<file path="config.mk">
export PLATFORM = sky130hd
export DESIGN_NAME = addsub_arbiter_ctrl
export DESIGN_NICKNAME = d
export VERILOG_FILES = /design/src/rtl/addsub_pkg.sv /design/src/rtl/rr_arb2.sv /design/src/rtl/addsub_arbiter_ctrl.sv
export SDC_FILE = /design/constraint.sdc
export NUM_CORES = 1
export LEC_CHECK = 0
export ABC_AREA = 1
export BUFFER_PORTS_ARGS = -buffer_cell sky130_fd_sc_hd__buf_4
export CORE_MARGIN = 1
export CORE_UTILIZATION = 52
export DETAILED_ROUTE_END_ITERATION = 8
export PLACE_DENSITY = 0.87
export SLEW_MARGIN = 0
export SYNTH_ARGS = -nofsm -noshare
export SYNTH_HDL_FRONTEND = slang
export SYNTH_SLANG_ARGS = --single-unit
</file>
<file path="constraint.sdc">
create_clock -name clk -period 2.5 [get_ports clk]
set_input_delay 0.5 -clock clk [delete_from_list [all_inputs] [get_ports clk]]
set_output_delay 0.5 -clock clk [all_outputs]
set_load 0.02 [all_outputs]
</file>
<file path="src/rtl/addsub_pkg.sv">
// Shared definitions for the add/subtract sequencing controller.
package addsub_pkg;

    localparam logic OP_ADD = 1'b0;
    localparam logic OP_SUB = 1'b1;

    localparam int ID_W = 1;

    typedef enum logic [1:0] {
        IDLE   = 2'd0,
        SETTLE = 2'd1,
        RESP   = 2'd2
    } state_t;

endpackage

</file>
<file path="src/rtl/rr_arb2.sv">
// Two-way round-robin arbiter; the pointer moves to the loser after each grant.
module rr_arb2 (
    input  logic       clk,
    input  logic       rst_n,
    input  logic       en,
    input  logic [1:0] req,
    output logic [1:0] grant
);

    logic ptr;

    // Grant a lone requester directly; on contention the pointer decides.
    always_comb begin
        grant = '0;
        if (en) begin
            if (req == 2'b01)
                grant = 2'b01;
            else if (req == 2'b10)
                grant = 2'b10;
            else if (req == 2'b11)
                grant = ptr ? 2'b10 : 2'b01;
        end
    end

    // A grant is always an accept, so the pointer follows it directly.
    always_ff @(posedge clk or negedge rst_n) begin
        if (!rst_n)
            ptr <= 1'b0;
        else if (grant[0])
            ptr <= 1'b1;
        else if (grant[1])
            ptr <= 1'b0;
    end

endmodule

</file>
<file path="src/rtl/addsub_arbiter_ctrl.sv">
// Shares one external ripple-carry adder between two requesters: captures
// operands, waits for the carry to settle, then returns a tagged result.
module addsub_arbiter_ctrl
    import addsub_pkg::*;
#(
    parameter int WIDTH         = 32,
    parameter int SETTLE_CYCLES = 2
) (
    input  logic             clk,
    input  logic             rst_n,
    input  logic             req0_valid,
    output logic             req0_ready,
    input  logic             req0_op,
    input  logic [WIDTH-1:0] req0_a,
    input  logic [WIDTH-1:0] req0_b,
    input  logic             req1_valid,
    output logic             req1_ready,
    input  logic             req1_op,
    input  logic [WIDTH-1:0] req1_a,
    input  logic [WIDTH-1:0] req1_b,
    output logic             rsp_valid,
    input  logic             rsp_ready,
    output logic [WIDTH-1:0] rsp_result,
    output logic             rsp_cout,
    output logic             rsp_ovf,
    output logic [ID_W-1:0]  rsp_id,
    output logic [WIDTH-1:0] adder_a,
    output logic [WIDTH-1:0] adder_b,
    output logic             adder_cin,
    input  logic [WIDTH-1:0] adder_sum,
    input  logic             adder_cout
);

    localparam int CNT_W = $clog2(SETTLE_CYCLES) + 1;

    state_t            state;
    logic [CNT_W-1:0]  cnt;
    logic [ID_W-1:0]   id_q;
    logic [1:0]        grant;
    logic              arb_en;
    logic              sel_op;
    logic [WIDTH-1:0]  sel_a;
    logic [WIDTH-1:0]  sel_b;
    logic              ovf_now;

    // Readys are forced low while reset is asserted, even though state is IDLE.
    assign arb_en = (state == IDLE) && rst_n;

    rr_arb2 u_arb (
        .clk   (clk),
        .rst_n (rst_n),
        .en    (arb_en),
        .req   ({req1_valid, req0_valid}),
        .grant (grant)
    );

    assign req0_ready = grant[0];
    assign req1_ready = grant[1];

    // Route the granted requester's operation towards the capture registers.
    always_comb begin
        sel_op = req0_op;
        sel_a  = req0_a;
        sel_b  = req0_b;
        if (grant[1]) begin
            sel_op = req1_op;
            sel_a  = req1_a;
            sel_b  = req1_b;
        end
    end

    // Overflow: operands of equal sign produced a sum of the other sign.
    always_comb begin
        ovf_now = (adder_a[WIDTH-1] == adder_b[WIDTH-1]) &&
                  (adder_sum[WIDTH-1] != adder_a[WIDTH-1]);
    end

    // Sequencer: capture on accept, count out the settle time, hold the response.
    always_ff @(posedge clk or negedge rst_n) begin
        if (!rst_n) begin
            state      <= IDLE;
            cnt        <= '0;
            id_q       <= '0;
            adder_a    <= '0;
            adder_b    <= '0;
            adder_cin  <= 1'b0;
            rsp_valid  <= 1'b0;
            rsp_result <= '0;
            rsp_cout   <= 1'b0;
            rsp_ovf    <= 1'b0;
            rsp_id     <= '0;
        end else begin
            unique case (state)
                IDLE: begin
                    if (|grant) begin
                        adder_a   <= sel_a;
                        adder_b   <= (sel_op == OP_SUB) ? ~sel_b : sel_b;
                        adder_cin <= sel_op;
                        id_q      <= grant[1];
                        cnt       <= CNT_W'(SETTLE_CYCLES - 1);
                        state     <= SETTLE;
                    end
                end
                SETTLE: begin
                    if (cnt != '0) begin
                        cnt <= cnt - CNT_W'(1);
                    end else begin
                        rsp_result <= adder_sum;
                        rsp_cout   <= adder_cout;
                        rsp_ovf    <= ovf_now;
                        rsp_id     <= id_q;
                        rsp_valid  <= 1'b1;
                        state      <= RESP;
                    end
                end
                RESP: begin
                    if (rsp_ready) begin
                        rsp_valid <= 1'b0;
                        state     <= IDLE;
                    end
                end
                default: state <= IDLE;
            endcase
        end
    end

endmodule

</file>
==> flow_metrics.py, run 1 <==
metrics = {
    "run_status": {
        "status": "complete, no violations",
    },
    "floorplan": {
        "boundaryPins": 271,
        "die_w_um": 110,
        "die-area_sq_mm": 0.0120,
        "chipHeight_um": 110,
        "start_util": 0.544,
        "core_area_sq_mm": 0.0111,
        "rows": 38,
    },
    "detailed_routing": {
        "wl_um": 17200,
        "num_vias": 6254,
        "wl_per_cell_um": 13.5,
        "first_iter_violations": 356,
        "via_per_inst": 4.91,
        "ant_nets": 0,
        "drt-pass1-iter-count": 4,
        "drc": 0,
    },
    "synthesis": {
        "muxShareOfSynthArea": 0,
        "synth_top_area_share": 0.444,
        "synth-xor-area-share": 0,
        "yosysWarnings": 0,
        "syn_nets": 1055,
        "synth.cell_area_sq_mm": 0.00603,
        "ys_top_cells_by_area": "dfrtp_1 44%, nand2_1 27%, nand3_1 7.7%",
        "synth-adder-area-share": 0.00207,
        "synth-seq-cells": 107,
        "synthDistinctLibCells": 24,
        "synth.avg_cell_area_sq_um": 6.81,
        "ys_seq_area_frac": 0.444,
        "synth-edff-count": 0,
        "synth_top_family_by_area": "simple AND/OR/NAND/NOR gates",
        "synth_most_common_cell": "nand2_1",
        "yosysTopAreaCell": "dfrtp_1",
        "synthArstFlopShare": 1.00,
        "ys_top_cells_by_count": "433 x nand2_1, 107 x dfrtp_1, 99 x inv_1",
        "netlist_instances": 886,
        "synth_compound_area_frac": 0.0627,
        "yosys.area_share.simple": 0.375,
        "synth_flop_cell": "dfrtp_1",
    },
    "clock_tree": {
        "cts_tree": "done",
        "clock_latency_ps": 340,
        "clock-sinks": 107,
        "clkTransAtPathRegs_ps": 80,
        "cts-hold-fix-buffers": 0,
        "cts-resized-gates": 0,
        "htreeDepth": 3,
        "cts_made_buffers": 9,
        "clockBufferDepth": 2,
        "root_buffer": "clkbuf_16",
        "cts_setup_buffers": 0,
    },
    "timing": {
        "period_needed_ps": 1930,
        "finalCritPeriodShare": 0.772,
        "slew_headroom": 0.536,
        "hold_violations": 0,
        "rsz0062_at_grt": "false",
        "tns_ps": 0,
        "hold_slack_ps": 292,
        "slew_viol_final": 0,
        "fmaxAchievable_mhz": 518,
        "finClkSkew_ps": 11.4,
        "setup_violations": 0,
        "worst_slew_pin_slew_ps": 696,
    },
    "worst_setup_path": {
        "worstPathRequired_ps": 2000,
        "path_buf_inv": 2,
        "crit_chain": "inv_2 -> nand2_4 -> nor3_4 -> buf_4",
        "crit_type": "flip-flop to output port",
        "crit_cells": 4,
        "rrSetupSlack_ps": 690,
        "cp_slowest_cell": "dfrtp_1",
        "ff2ff_path_depth": 9,
        "r2r-start": "u_arb.ptr",
        "cp-endpoint": "req0_ready",
        "crit-reg2reg-capture": "adder_b[8]",
        "critPathCaptureType": "output port",
        "worstPathArrival_ps": 1430,
        "cpLargestDelayFamily": "flip-flops",
        "timing.critical_path.from": "state[1]",
        "critPathMaxFanout": 4,
        "startpoint_type": "flip-flop",
        "slowest_delay_ps": 410,
    },
    "power": {
        "vdd_drop_max_mv": 0.718,
        "p_total_mw": 9.44,
        "power_leakage_nw": 5.04,
        "power.density_mw_per_mm2": 1130,
    },
    "grt": {
        "grt_pass1_vias": 5783,
        "grt_usage": 0.296,
        "antenna_found_initial": 0,
        "grt_max_degree": 72,
        "grt_first_pass_wirelength_um": 27500,
        "grt_overflow": 0,
    },
    "final_layout": {
        "antenna-diode-count": 0,
        "drive_gt1_frac": 0.279,
        "fin_cells": 1274,
        "area.growth.synth_to_final_pct": 38.8,
        "final_nets": 1298,
        "finalInstanceArea_sq_mm": 0.00837,
    },
    "place": {
        "placedCellCount": 1258,
        "gp_congestion": 0.897,
        "dp_hpwl_um": 12700,
        "port_buffers": 270,
        "placed_cell_area_sq_mm": 0.00806,
    },
    "job": {
        "cap_violations": 0,
    },
    "min_path": {
        "min_path_type": "input pin to asynchronous set/reset pin",
    },
}
-- metrics by stage --
stage          worst slack, ps  utilization
6_report                   569        0.755
5_1_grt                    496        0.755
4_1_cts                    579        0.755
3_5_place_dp               445        0.728
3_3_place_gp               477        0.728
2_1_floorplan              927            -
-- where the power goes --
group / internal (mW) / switching [mW] / leakage [nW] / total, mW
Sequential: 2.58 / 0.514 / 1.32 / 3.10
Combinational: 1.94 / 2.97 / 3.57 / 4.90
Clock: 0.758 / 0.681 / 0.152 / 1.44
-- metal layers --
metal  vias to the layer above  GRT usage  wire, um
met4                         0      0.136       640
met2                       219      0.500      8280
li1                       3183          -         -
met5                         -          0         0
met1                      2803      0.355      6860
met3                        49     0.0759      1400
-- area by class of cell --
cell class                      instances  area (sq um)
Sequential cell                       107          2680
Clock inverter                          5          53.8
Multi-Input combinational cell        621          2650
Fill cell                             927          2710
Timing Repair Buffer                  287          2170
Tap cell                              140           175
Clock buffer                           11           253
Inverter                              103           389
-- worst min path at each step --
| stage | startpoint | to | depth (start not counted) |
|---|---|---|---|
| floorplan | rst_n | adder_a[0] | 0 |
| global placement | state[0] | state[1] | 1 |
| detailed placement | adder_b[28] | adder_b[28] | 2 |
| CTS | rst_n | rsp_result[21] | 2 |
| global route | rst_n | rsp_result[21] | 2 |
| finish | rst_n | rsp_result[21] | 2 |
-- cells by family after synthesis --
family / count (synthesis)
adder cells (fa/ha/maj): 1
AO/OA/AOI/OAI: 73
flip-flops: 107
buffers and inverters: 158
AND/OR/NAND/NOR: 547
-- cell usage in the layout (no fill, tap or decap) --
cell type / netlist / routed
nand2_2: 1 / 1
buf_4: 4 / 286
inv_2: 3 / 3
dfrtp_1: 107 / 107
clkinv_8: 0 / 1
nand3_1: 93 / 93
o31ai_1: 1 / 1
inv_6: 0 / 3
a21o_1: 1 / 1
nor3_1: 1 / 1
clkbuf_8: 0 / 2
o21ai_0: 36 / 36
o21ai_2: 2 / 2
o21ai_1: 33 / 33
nor3_4: 1 / 1
nor2_8: 1 / 1
inv_8: 0 / 1
nor2_1: 5 / 5
clkbuf_16: 0 / 9
buf_12: 0 / 1
ha_1: 1 / 1
nand2_4: 3 / 3
inv_1: 99 / 99
nand2_1: 433 / 433
nor2_4: 1 / 1
inv_4: 1 / 1
nand3b_1: 8 / 8
-- registers in the layout, summed over array words and instances (netlist names) --
name,count
rsp_ovf,1
adder_a,32
rsp_id,1
adder_cin,1
u_arb.ptr,1
adder_b,32
rsp_result,32
id_q,1
rsp_cout,1
state,2
rsp_valid,1
cnt,2
(Power assumes the default switching activity.)
==> run 2: changes to the inputs <==
- CORE_UTILIZATION: 52 -> 43
- PLACE_DENSITY: 0.87 -> 0.77
- clock period: 2.5 -> 1.7 ns (I/O delays scaled with it)
==> flow_metrics.py, run 2 (synthesis results as in run 1) <==
metrics = {
    "run_status": {
        "status": "complete, no violations",
    },
    "place": {
        "port_buffers": 270,
        "gp_congestion": 0.842,
        "dp_hpwl_um": 12500,
    },
    "power": {
        "vdd_drop_max_mv": 1.12,
        "p_total_mw": 14.8,
        "power.density_mw_per_mm2": 1660,
        "power_leakage_nw": 5.26,
    },
    "floorplan": {
        "core_area_sq_mm": 0.0135,
        "die_w_um": 120,
        "boundaryPins": 271,
        "die-area_sq_mm": 0.0145,
        "rows": 42,
        "chipHeight_um": 120,
        "start_util": 0.448,
    },
    "detailed_routing": {
        "first_iter_violations": 348,
        "drc": 0,
        "drt-pass1-iter-count": 7,
        "ant_nets": 0,
        "num_vias": 6332,
        "via_per_inst": 4.76,
        "wl_per_cell_um": 13.6,
        "wl_um": 18100,
    },
    "final_layout": {
        "layout_common_cells": "431 x nand2_1, 281 x buf_4, 107 x dfrtp_1",
        "antenna-diode-count": 0,
        "final_common_cell": "nand2_1",
        "largestRegisters": "adder_a x32, adder_b x32, rsp_result x32",
        "final_nets": 1317,
        "area.growth.synth_to_final_pct": 47.3,
        "drive_gt1_frac": 0.293,
    },
    "worst_setup_path": {
        "cpLargestDelayFamily": "flip-flops",
        "rrSetupSlack_ps": 30,
        "path_buf_inv": 4,
        "r2r-start": "state[1]",
        "crit_chain": "inv_2 -> nand2_4 -> nor2_8 -> nand2_4 -> inv_4 -> buf_6 -> buf_6",
        "crit-reg2reg-capture": "adder_b[8]",
        "critPathCaptureType": "output port",
        "slowest_delay_ps": 390,
        "worstPathRequired_ps": 1360,
        "startpoint_type": "flip-flop",
        "crit_type": "flip-flop to output port",
        "critPathMaxFanout": 2,
        "worstPathArrival_ps": 1340,
        "cp_slowest_cell": "dfrtp_1",
        "ff2ff_path_depth": 11,
    },
    "timing": {
        "hold_violations": 0,
        "fmaxAchievable_mhz": 594,
        "period_needed_ps": 1680,
        "worst_slew_pin_slew_ps": 582,
        "slew_viol_final": 0,
        "hold_slack_ps": 93.9,
        "setup_violations": 0,
        "slew_headroom": 0.612,
        "rsz0062_at_grt": "true",
        "finalCritPeriodShare": 0.990,
        "finClkSkew_ps": 10.3,
    },
    "clock_tree": {
        "clock_latency_ps": 350,
        "cts_made_buffers": 9,
        "cts_tree": "done",
        "root_buffer": "clkbuf_16",
        "clkTransAtPathRegs_ps": 70,
        "cts-hold-fix-buffers": 0,
        "clockBufferDepth": 2,
        "clock-sinks": 107,
        "htreeDepth": 3,
    },
    "grt": {
        "grt_overflow": 0,
        "grt_first_pass_wirelength_um": 27400,
        "grt_max_degree": 108,
        "antenna_found_initial": 0,
        "grt_pass1_vias": 5576,
        "grt_usage": 0.241,
    },
    "min_path": {
        "min_path_type": "input pin to asynchronous set/reset pin",
    },
    "job": {
        "cap_violations": 0,
    },
}
==> run 2: worst register-to-register path, stage by stage, from the launching register on <==
cell	delay (ps)
dfrtp_1	390
inv_2	80
nand2_4	80
nor2_8	120
buf_4	130
buf_12	100
nand3b_1	120
nand2_4	180
clkbuf_16	180
nand2_1	60
nand3_1	70
nand2_1	50
==> run 2: power breakdown <==
group	internal [mW]	total, mW	switching (mW)
Clock	1.42	2.39	0.965
Sequential	3.80	4.53	0.725
Combinational	3.32	7.86	4.54
==> run 2: worst max-delay path by stage <==
stage,from,to,slack [ps],cells past startpoint
6_report,state[1],req1_ready,20,7
5_1_grt,state[0],adder_b[26],-50,11
4_1_cts,state[0],req1_ready,-20,7
3_5_place_dp,rst_n,adder_a[15],-20,9
3_3_place_gp,rst_n,adder_a[27],40,8
2_1_floorplan,state[1],adder_a[20],240,8
==> run 2: cell type report <==
cell class,instances,area (sq um)
clock inverters,4,77.6
multi-input cells,621,2670
well taps,176,220
inverters,103,394
clock buffers,12,267
fillers,1187,4570
flip-flops and latches,107,2680
repair buffers,306,2570
==> run 2: repair_timing <==
action | CTS | global route
resized for setup | 1 | 20
buffers inserted | 4 | 4
gates cloned | 0 | 6
endpoints found under the setup margin | 2 | 38
pin swaps | 2 | 5
==> run 2: layer usage <==
layer	track usage	part of all wire	vias up
li1	-	-	3225
met1	0.299	0.42	2888
met2	0.414	0.49	201
met3	0.0561	0.072	18
met4	0.0725	0.015	0
met5	0	0	-
==> run 2: metrics by stage <==
stage	TNS [ps]	util	setup WS, ps	cells	area [sq um]
6_report	0	0.660	16.4	1329	8880
5_1_grt	-1050	0.660	-50.4	1329	8880
2_1_floorplan	0	-	235	886	6030
4_1_cts	-22.7	0.644	-22.7	1319	8660
3_5_place_dp	-44.3	0.616	-22.6	1299	8280
3_3_place_gp	0	0.616	40.9	1299	8280
